`config.mk`:
```
export PLATFORM = sky130hd
export DESIGN_NAME = adder_arbiter
export DESIGN_NICKNAME = d
export VERILOG_FILES = /design/src/rtl/adder_arbiter_pkg.sv /design/src/rtl/adder.sv /design/src/rtl/adder_arbiter_rr.sv /design/src/rtl/adder_arbiter.sv
export SDC_FILE = /design/constraint.sdc
export NUM_CORES = 1
export LEC_CHECK = 0
export ABC_CLOCK_PERIOD_IN_PS = 5200
export BUFFER_PORTS_ARGS = -buffer_cell sky130_fd_sc_hd__buf_2
export CORE_AREA = 4 4 109 111
export CTS_CLUSTER_SIZE = 12
export DETAILED_ROUTE_END_ITERATION = 12
export DIE_AREA = 0 0 113 115
export MAX_ROUTING_LAYER = met4
export PLACE_DENSITY = 0.51
export SYNTH_ARGS = -nofsm -noshare
export SYNTH_HDL_FRONTEND = slang
export SYNTH_SLANG_ARGS = --single-unit
export TNS_END_PERCENT = 30
```
`constraint.sdc`:
```
create_clock -name clk -period 5.2 [get_ports clk]
set_input_delay 1.3 -clock clk [delete_from_list [all_inputs] [get_ports clk]]
set_output_delay 1.3 -clock clk [all_outputs]
set_load 0.01 [all_outputs]
```
`src/rtl/adder_arbiter_pkg.sv`:
```
// adder_arbiter_pkg: shared state encodings, limits and tag-width helper
package adder_arbiter_pkg;
  localparam logic [0:0] EMPTY = 1'b0;
  localparam logic [0:0] FULL = 1'b1;
  localparam int MAX_REQ = 4;
  function automatic int id_width(input int n);
    return (n > 1) ? $clog2(n) : 1;
  endfunction
endpackage

```
`src/rtl/adder.sv`:
```
// adder: the CPU's shared combinational adder
module adder #(
  parameter int WIDTH = 16
) (
  input  logic [WIDTH-1:0] a_i,
  input  logic [WIDTH-1:0] b_i,
  output logic [WIDTH-1:0] sum_o
);
  assign sum_o = a_i + b_i;
endmodule

```
`src/rtl/adder_arbiter_rr.sv`:
```
// rr_arbiter: round-robin grant search starting after last_grant
module rr_arbiter #(
  parameter int N = 2,
  parameter int ID_W = 1
) (
  input  logic            clk,
  input  logic            rst,
  input  logic [N-1:0]    req_i,
  input  logic            en_i,
  input  logic            advance_i,
  output logic [N-1:0]    gnt_o,
  output logic [ID_W-1:0] idx_o
);
  logic [ID_W-1:0] last_q;
  logic [N-1:0] oh;
  int best;
  // smallest rotated distance from last_q+1 wins
  always_comb begin
    idx_o = last_q;
    oh = '0;
    best = N;
    for (int i = 0; i < N; i++)
      if (req_i[i] && ((i - int'(last_q) - 1 + N) % N) < best) begin
        best = (i - int'(last_q) - 1 + N) % N;
        idx_o = ID_W'(i);
        oh = '0;
        oh[i] = 1'b1;
      end
    gnt_o = en_i ? oh : '0;
  end
  always_ff @(posedge clk)
    if (rst) last_q <= ID_W'(N - 1);
    else if (advance_i) last_q <= idx_o;
endmodule

```
`src/rtl/adder_arbiter.sv`:
```
// adder_arbiter: round-robin sharing of one adder with a registered, tagged response
module adder_arbiter import adder_arbiter_pkg::*; #(
  parameter int NUM_REQ = 2,
  parameter int WIDTH = 16,
  parameter int ID_W = id_width(NUM_REQ)
) (
  input  logic                     clk,
  input  logic                     rst,
  input  logic [NUM_REQ-1:0]       req_valid,
  input  logic [NUM_REQ*WIDTH-1:0] req_a,
  input  logic [NUM_REQ*WIDTH-1:0] req_b,
  output logic [NUM_REQ-1:0]       req_ready,
  output logic                     rsp_valid,
  input  logic                     rsp_ready,
  output logic [ID_W-1:0]          rsp_id,
  output logic [WIDTH-1:0]         rsp_result,
  output logic                     rsp_carry,
  output logic                     rsp_ovf
);
  logic [0:0] state_q, state_d;
  logic [ID_W-1:0] idx, id_q;
  logic [WIDTH-1:0] a, b, sum, res_q;
  logic carry, ovf, carry_q, ovf_q, can_issue, grant;
  assign can_issue = (state_q == EMPTY) || rsp_ready;
  rr_arbiter #(.N(NUM_REQ), .ID_W(ID_W)) u_rr (
    .clk(clk), .rst(rst), .req_i(req_valid), .en_i(can_issue && !rst),
    .advance_i(grant), .gnt_o(req_ready), .idx_o(idx)
  );
  assign grant = |req_ready;
  always_comb begin
    a = '0;
    b = '0;
    for (int i = 0; i < NUM_REQ; i++)
      if (req_ready[i]) begin
        a = req_a[i*WIDTH +: WIDTH];
        b = req_b[i*WIDTH +: WIDTH];
      end
  end
  adder #(.WIDTH(WIDTH)) u_adder (.a_i(a), .b_i(b), .sum_o(sum));
  assign carry = sum < a;
  assign ovf = (a[WIDTH-1] == b[WIDTH-1]) && (sum[WIDTH-1] != a[WIDTH-1]);
  always_comb state_d = grant ? FULL : (rsp_ready ? EMPTY : state_q);
  always_ff @(posedge clk)
    if (rst) begin
      state_q <= EMPTY;
      id_q <= '0;
      res_q <= '0;
      carry_q <= 1'b0;
      ovf_q <= 1'b0;
    end else begin
      state_q <= state_d;
      if (grant) begin
        id_q <= idx;
        res_q <= sum;
        carry_q <= carry;
        ovf_q <= ovf;
      end
    end
  assign rsp_valid = state_q == FULL;
  assign rsp_id = id_q;
  assign rsp_result = res_q;
  assign rsp_carry = carry_q;
  assign rsp_ovf = ovf_q;
endmodule

```
==> metrics.cfg, run 1 <==
[status]
status = completed

[drt]
drtAntennaViolNets = 0
first_iter_violations = 121
wire_per_inst_microns = 14.6
vias_per_cell = 4.67
dr_total_vias = 2672
drt_wl_total_microns = 8330
dr.pass1.iters = 4
drc = 0

[placement]
io_buffers = 90
gp_congestion = 0.896
dp_hpwl_microns = 6880
placed_cells = 568

[cells_and_area]
n_antenna_cell = 0
final_core_util_pct = 29.4
layout-area-overhead-vs-synth_pct = 27.9
nets = 534
layout_common_cells = buf_2 (90), nand2_1 (58), a21oi_1 (47)
fin_cells = 572
final_common_cell = buf_2
drive_above_1_share_pct = 27.3

[worst_setup_path]
crit_type = input port to flip-flop
endpoint_kind = flip-flop
required_ps = 5410
cp-start-kind = input port
crit_fanout = 16
rr_worst_depth = 20
cp.arrival_ps = 4990

[floorplan]
die_area_sq_um = 13000
die_w_microns = 113
num_io_pins = 91
initial_core_util_pct = 23.0
core_sq_um = 10800
rows = 38
die_y_microns = 115

[synth]
ys_async_sr_fraction_pct = 0
synth_largest_area_cell = dfxtp_1
synth-seq-area-share_pct = 17.0
yosys_warnings = 0
yosys.area.top_type_share_pct = 17.0
dominantRegCellSynth = dfxtp_1
synth-edff-count = 0
syn_area_sq_um = 2480
postSynthAreaPerCell_sq_um = 7.21
syn_nets = 445
synthCells = 344
synth_seq_cells = 21
yosysUniqueCellTypes = 53
synth.area.top_cells = dfxtp_1 (17%), ha_1 (16%), a21oi_1 (9.5%)

[clock_tree]
cts_root_buf = clkbuf_8
tritoncts = built
cts_buffer_depth = 2
cts_hold_buffers = 0
cts_max_level = 1
worstSkewPairLatency_ps = 270
cts.repair.resized = 0
cts_sinks = 21
numCtsBuffers = 3
cts_setup_buffers = 0
cts.clk_slew.worst_paths_ps = 90

[run]
cap_violations = 0

[timing]
tightest_slew_ps = 545
slew_viol_final = 0
final_hold_viol_count = 0
post-route-period-util_pct = 91.9
whs_ps = 457
period_needed_ps = 4780
max_freq_mhz = 209
slew_headroom_pct = 63.5
tns_ps = 0
finalClockSkew_ps = 2.78
finalSetupViolCount = 0
grt_setup_unrepaired = no

[grt]
grt_usage_pct = 12.9
grt_overflow = 0
grt_pass1_wl_microns = 13100
antenna_found_initial = 0
first_global_vias = 2713
grt_max_degree = 28

[min_path]
hp-class = flip-flop to flip-flop
hold_path_depth = 2

[power]
p_leak_nw = 1.61
pwr_density_cell_nw_per_um2 = 179
p_total_w = 0.000566
peakVddDrop_v = 0.0000525

## layout make-up
type / instances / area (sq um)
Sequential cell: 21 / 420
Tap cell: 140 / 175
Timing Repair Buffer: 100 / 526
Fill cell: 1196 / 7620
Inverter: 22 / 85.1
Clock buffer: 4 / 45.0
Multi-Input combinational cell: 285 / 1920
## cells in the mapped netlist, types with 3 or more instances
cell,count
nand2_1,58
a21oi_1,47
ha_1,31
dfxtp_1,21
inv_1,21
nor2_1,17
a21o_1,13
nand3_1,11
a22oi_1,10
o21ai_0,10
clkbuf_1,7
buf_1,6
mux2i_1,6
nand2b_1,6
xnor2_1,6
nor3_1,5
o21a_1,5
and2_1,4
nand4_1,4
o211ai_1,4
o31ai_1,4
or3_1,4
xor2_1,4
and4_1,3
o21bai_1,3
## power breakdown
part           leakage, nW  switching, W  internal [W]  total (W)
sequential           0.172    0.00000939      0.000176   0.000185
clock               0.0228     0.0000667     0.0000549   0.000122
combinational         1.41      0.000144      0.000115   0.000259
## routing by layer
metal  track usage [%]  vias to the layer above  share of wire (%)
met1              15.6                     1211                 46
li1                  -                     1404                  -
met2              23.1                       51                 49
met4              2.40                        0                1.0
met3              1.74                        6                3.6
met5                 -                        -                  0
## through the flow
stage,instance area (sq um),setup WS [ps]
3_5_place_dp,3120,129
3_3_place_gp,3120,164
5_1_grt,3170,50.4
2_1_floorplan,2480,168
4_1_cts,3170,405
6_report,3170,420
## worst paths after layout
kind            startpoint       endpoint  slack, ps
max              rsp_ready      rsp_carry        420
min          rsp_result[4]  rsp_result[4]        460
max reg2reg      rsp_valid      rsp_carry       1170
min reg2reg  rsp_result[4]  rsp_result[4]        460
## logic make-up (layout without fill, tap and decap cells)
kind of cell	count (synthesis)	count (layout)	share of synthesized area [%]
buffers and inverters	38	126	6.11
adders and majority gates	32	32	16.5
xor gates and xnor gates	10	10	3.53
muxes	8	8	3.33
DFF	21	21	17.0
AOI/OAI and AO/OA	114	114	30.4
and+or+nand+nor	121	121	23.2
## critical path: stages
cell      delay, ps
buf_2           110
nor2b_2         190
nor2_2          100
nand2_4          80
buf_4           240
nand2_1          80
a21oi_1         200
ha_1            230
fa_1            220
a21o_1          120
a21oi_1          80
o21a_1          220
o311ai_1        450
o211ai_1        190
and3_1          220
nor2_1          130
ha_1            260
a21o_1          160
a21oi_1         170
nand3_1          90
o21ai_0         130
## sequential cells by signal, indices dropped and copies added, names as in the netlist
name         flops
rsp_id           1
rsp_carry        1
u_rr.last_q      1
rsp_ovf          1
rsp_result      16
rsp_valid        1
Power figures use the tool's default switching activity.
==> run 2, diff against run 1 <==
--- a/config.mk
+++ b/config.mk
@@ -5,14 +5,13 @@
 export SDC_FILE = /design/constraint.sdc
 export NUM_CORES = 1
 export LEC_CHECK = 0
-export ABC_CLOCK_PERIOD_IN_PS = 5200
+export ABC_CLOCK_PERIOD_IN_PS = 3900
 export BUFFER_PORTS_ARGS = -buffer_cell sky130_fd_sc_hd__buf_2
 export CORE_AREA = 4 4 109 111
 export CTS_CLUSTER_SIZE = 12
 export DETAILED_ROUTE_END_ITERATION = 12
 export DIE_AREA = 0 0 113 115
 export MAX_ROUTING_LAYER = met4
-export PLACE_DENSITY = 0.51
 export SYNTH_ARGS = -nofsm -noshare
 export SYNTH_HDL_FRONTEND = slang
 export SYNTH_SLANG_ARGS = --single-unit
==> constraint.sdc (replaced) <==
create_clock -name clk -period 3.9 [get_ports clk]
set_input_delay 0.975 -clock clk [delete_from_list [all_inputs] [get_ports clk]]
set_output_delay 0.975 -clock clk [all_outputs]
set_load 0.01 [all_outputs]
==> metrics.cfg, run 2 (synthesized netlist as in run 1, its figures left out) <==
[timing]
period_needed_ps = 4090
tightest_slew_ps = 588  ; +42.9 ps
finalSetupViolCount = 2  ; +2
slew_viol_final = 0  ; unchanged
final_hold_viol_count = 0  ; unchanged
grt_setup_unrepaired = yes
tns_ps = -356  ; -356 ps
slew_headroom_pct = 60.4  ; -3.1 points
finalClockSkew_ps = 5.92  ; +3.14 ps
worst_slack_ps = -194  ; -614 ps
post-route-period-util_pct = 105
max_freq_mhz = 244

[drt]
drt_wl_total_microns = 9240  ; +11%
vias_per_cell = 4.72  ; +1.0%
first_iter_violations = 76  ; -37%
dr.pass1.iters = 4  ; unchanged
drc = 0  ; unchanged
wire_per_inst_microns = 13.9  ; -4.4%
dr_total_vias = 3128  ; +17%
drtAntennaViolNets = 0  ; unchanged

[placement]
placed_cell_area_sq_um = 3780  ; +21%
dp_hpwl_microns = 7580  ; +10%
gp_congestion = 0.885  ; -1.2%
io_buffers = 90  ; unchanged

[grt]
first_global_vias = 3117  ; +15%
grt_overflow = 0  ; unchanged
grt_usage_pct = 14.2  ; +1.3 points
antenna_found_initial = 0  ; unchanged
grt_pass1_wl_microns = 14700  ; +12%
grt_max_degree = 27  ; -3.6%

[power]
pwr_density_cell_nw_per_um2 = 218  ; +22%
p_leak_nw = 2.12  ; +32%
peakVddDrop_v = 0.000142  ; +170%

[worst_setup_path]
crit_buf_inv = 3  ; +1
cp.arrival_ps = 4310  ; -680 ps
required_ps = 4110  ; -1300 ps
crit_type = input port to flip-flop
endpoint_kind = flip-flop
slowest_delay_ps = 380  ; -70 ps
crit_family = compound AO/OA/AOI/OAI gates
crit_slowest_cell = ha_1
path_cells = buf_8 -> a21boi_4 -> nand2_4 -> inv_8 -> mux2i_1 -> nor2_1 -> ha_1 -> buf_4 -> a21o_1 -> a21oi_2 -> o21a_2 -> o311ai_4 -> o211ai_1 -> and3_1 -> nor2_1 -> ha_1 -> a21o_1 -> a21oi_4 -> nand3_1 -> o21ai_1
ff2ff_setup_slack_ps = 180  ; -990 ps
cp-start-kind = input port
crit_fanout = 7  ; -9

[clock_tree]
numCtsBuffers = 3  ; unchanged
worstSkewPairLatency_ps = 280  ; about the same
tritoncts = built
cts_buffer_depth = 2  ; unchanged
cts.clk_slew.worst_paths_ps = 100  ; about the same
cts_max_level = 1  ; unchanged
cts_sinks = 21  ; unchanged
cts_root_buf = clkbuf_8

[floorplan]
rows = 38  ; unchanged
die_y_microns = 115  ; unchanged
die_w_microns = 113  ; unchanged
initial_core_util_pct = 23.0  ; unchanged
core_sq_um = 10800  ; unchanged
die_area_sq_um = 13000  ; unchanged
num_io_pins = 91  ; unchanged

[status]
violations = setup timing
status = finished, violations left

[cells_and_area]
layout-area-overhead-vs-synth_pct = 63.3
final.fill_count = 1144  ; -4.3%
final_cell_area_sq_um = 4050  ; +28%
layout_common_cells = buf_4 (98), buf_2 (86), nand2_1 (58)
drive_above_1_share_pct = 44.9  ; +18 points
final_common_cell = buf_4
nets = 625  ; +17%
n_antenna_cell = 0  ; unchanged
largest_register_ffs = 16  ; unchanged

[run]
cap_violations = 0  ; unchanged

[min_path]
hp-class = flip-flop to flip-flop

-- run 2: cell types whose count changed in the layout (fill, tap and decap cells not counted), moves of 2 or more --
cell	before	now
buf_4	10	98
a21oi_1	47	37
a21oi_2	0	9
buf_6	0	5
a22oi_1	10	6
a22oi_2	0	4
buf_2	90	86
nand3_1	11	9
nand3_2	0	2
nor2_4	0	2
-- run 2: report_power, final --
group / internal [W] / switching (W)
logic: 0.000242 / 0.000230
clock network: 0.0000734 / 0.0000901
registers: 0.000234 / 0.0000116
-- run 2: final timing paths --
kind / start / endpoint / depth (start not counted)
worst min register to register: rsp_ovf / rsp_ovf / 2
worst max-delay path: req_valid[1] / rsp_carry / 20
worst min-delay path: rsp_ovf / rsp_ovf / 2
worst max register to register: rsp_valid / rsp_carry / 20
-- run 2: routing by layer --
metal | wire (microns) | GRT usage (%) | up-vias
met1 | 4070 | 17.3 | 1431
li1 | - | - | 1592
met2 | 4450 | 24.5 | 91
met5 | 0 | - | -
met4 | 172 | 3.45 | 0
met3 | 551 | 2.42 | 14
-- run 2: metrics by stage --
stage	worst slack, ps	hold slack [ps]	utilization, %	cells	total power [W]
2_1_floorplan	-259	476	-	344	0.000489
3_5_place_dp	-555	448	35.1	647	0.000686
6_report	-194	462	37.5	663	0.000881
4_1_cts	-128	465	36.5	654	0.000864
5_1_grt	-379	481	37.5	663	0.000943
3_3_place_gp	-428	443	35.1	647	0.000677
-- run 2: final cells by class --
| type | instances | area [sq um] | share of cell area (%) |
|---|---|---|---|
| Timing Repair Buffer | 190 | 1240 | 30.6 |
| Inverter | 22 | 90.1 | 2.23 |
| Multi-Input combinational cell | 285 | 2070 | 51.2 |
| Clock buffer | 4 | 45.0 | 1.11 |
| Tap cell | 140 | 175 | 4.33 |
| Timing Repair inverter | 1 | 6.26 | 0.155 |
| Sequential cell | 21 | 420 | 10.4 |
-- run 2: what timing repair did --
action,4_1_cts,5_1_grt
pin swaps,7,27
setup buffers,2,9
setup endpoints to repair,2,2
resized for setup,21,8
cloned,1,0
hold buffers,0,0
-- run 2: worst register-to-register path: stages, from the launching register on --
cell and delay (ps):
dfxtp_1 330, nor2b_4 130, nor2_4 130, nand2_4 130, inv_8 110, mux2i_1 190, nor2_1 80, ha_1 380
buf_4 140, a21o_1 120, a21oi_2 60, o21a_2 250, o311ai_4 300, o211ai_1 140, and3_1 220, nor2_1 110
ha_1 260, a21o_1 200, a21oi_4 150, nand3_1 90, o21ai_1 120
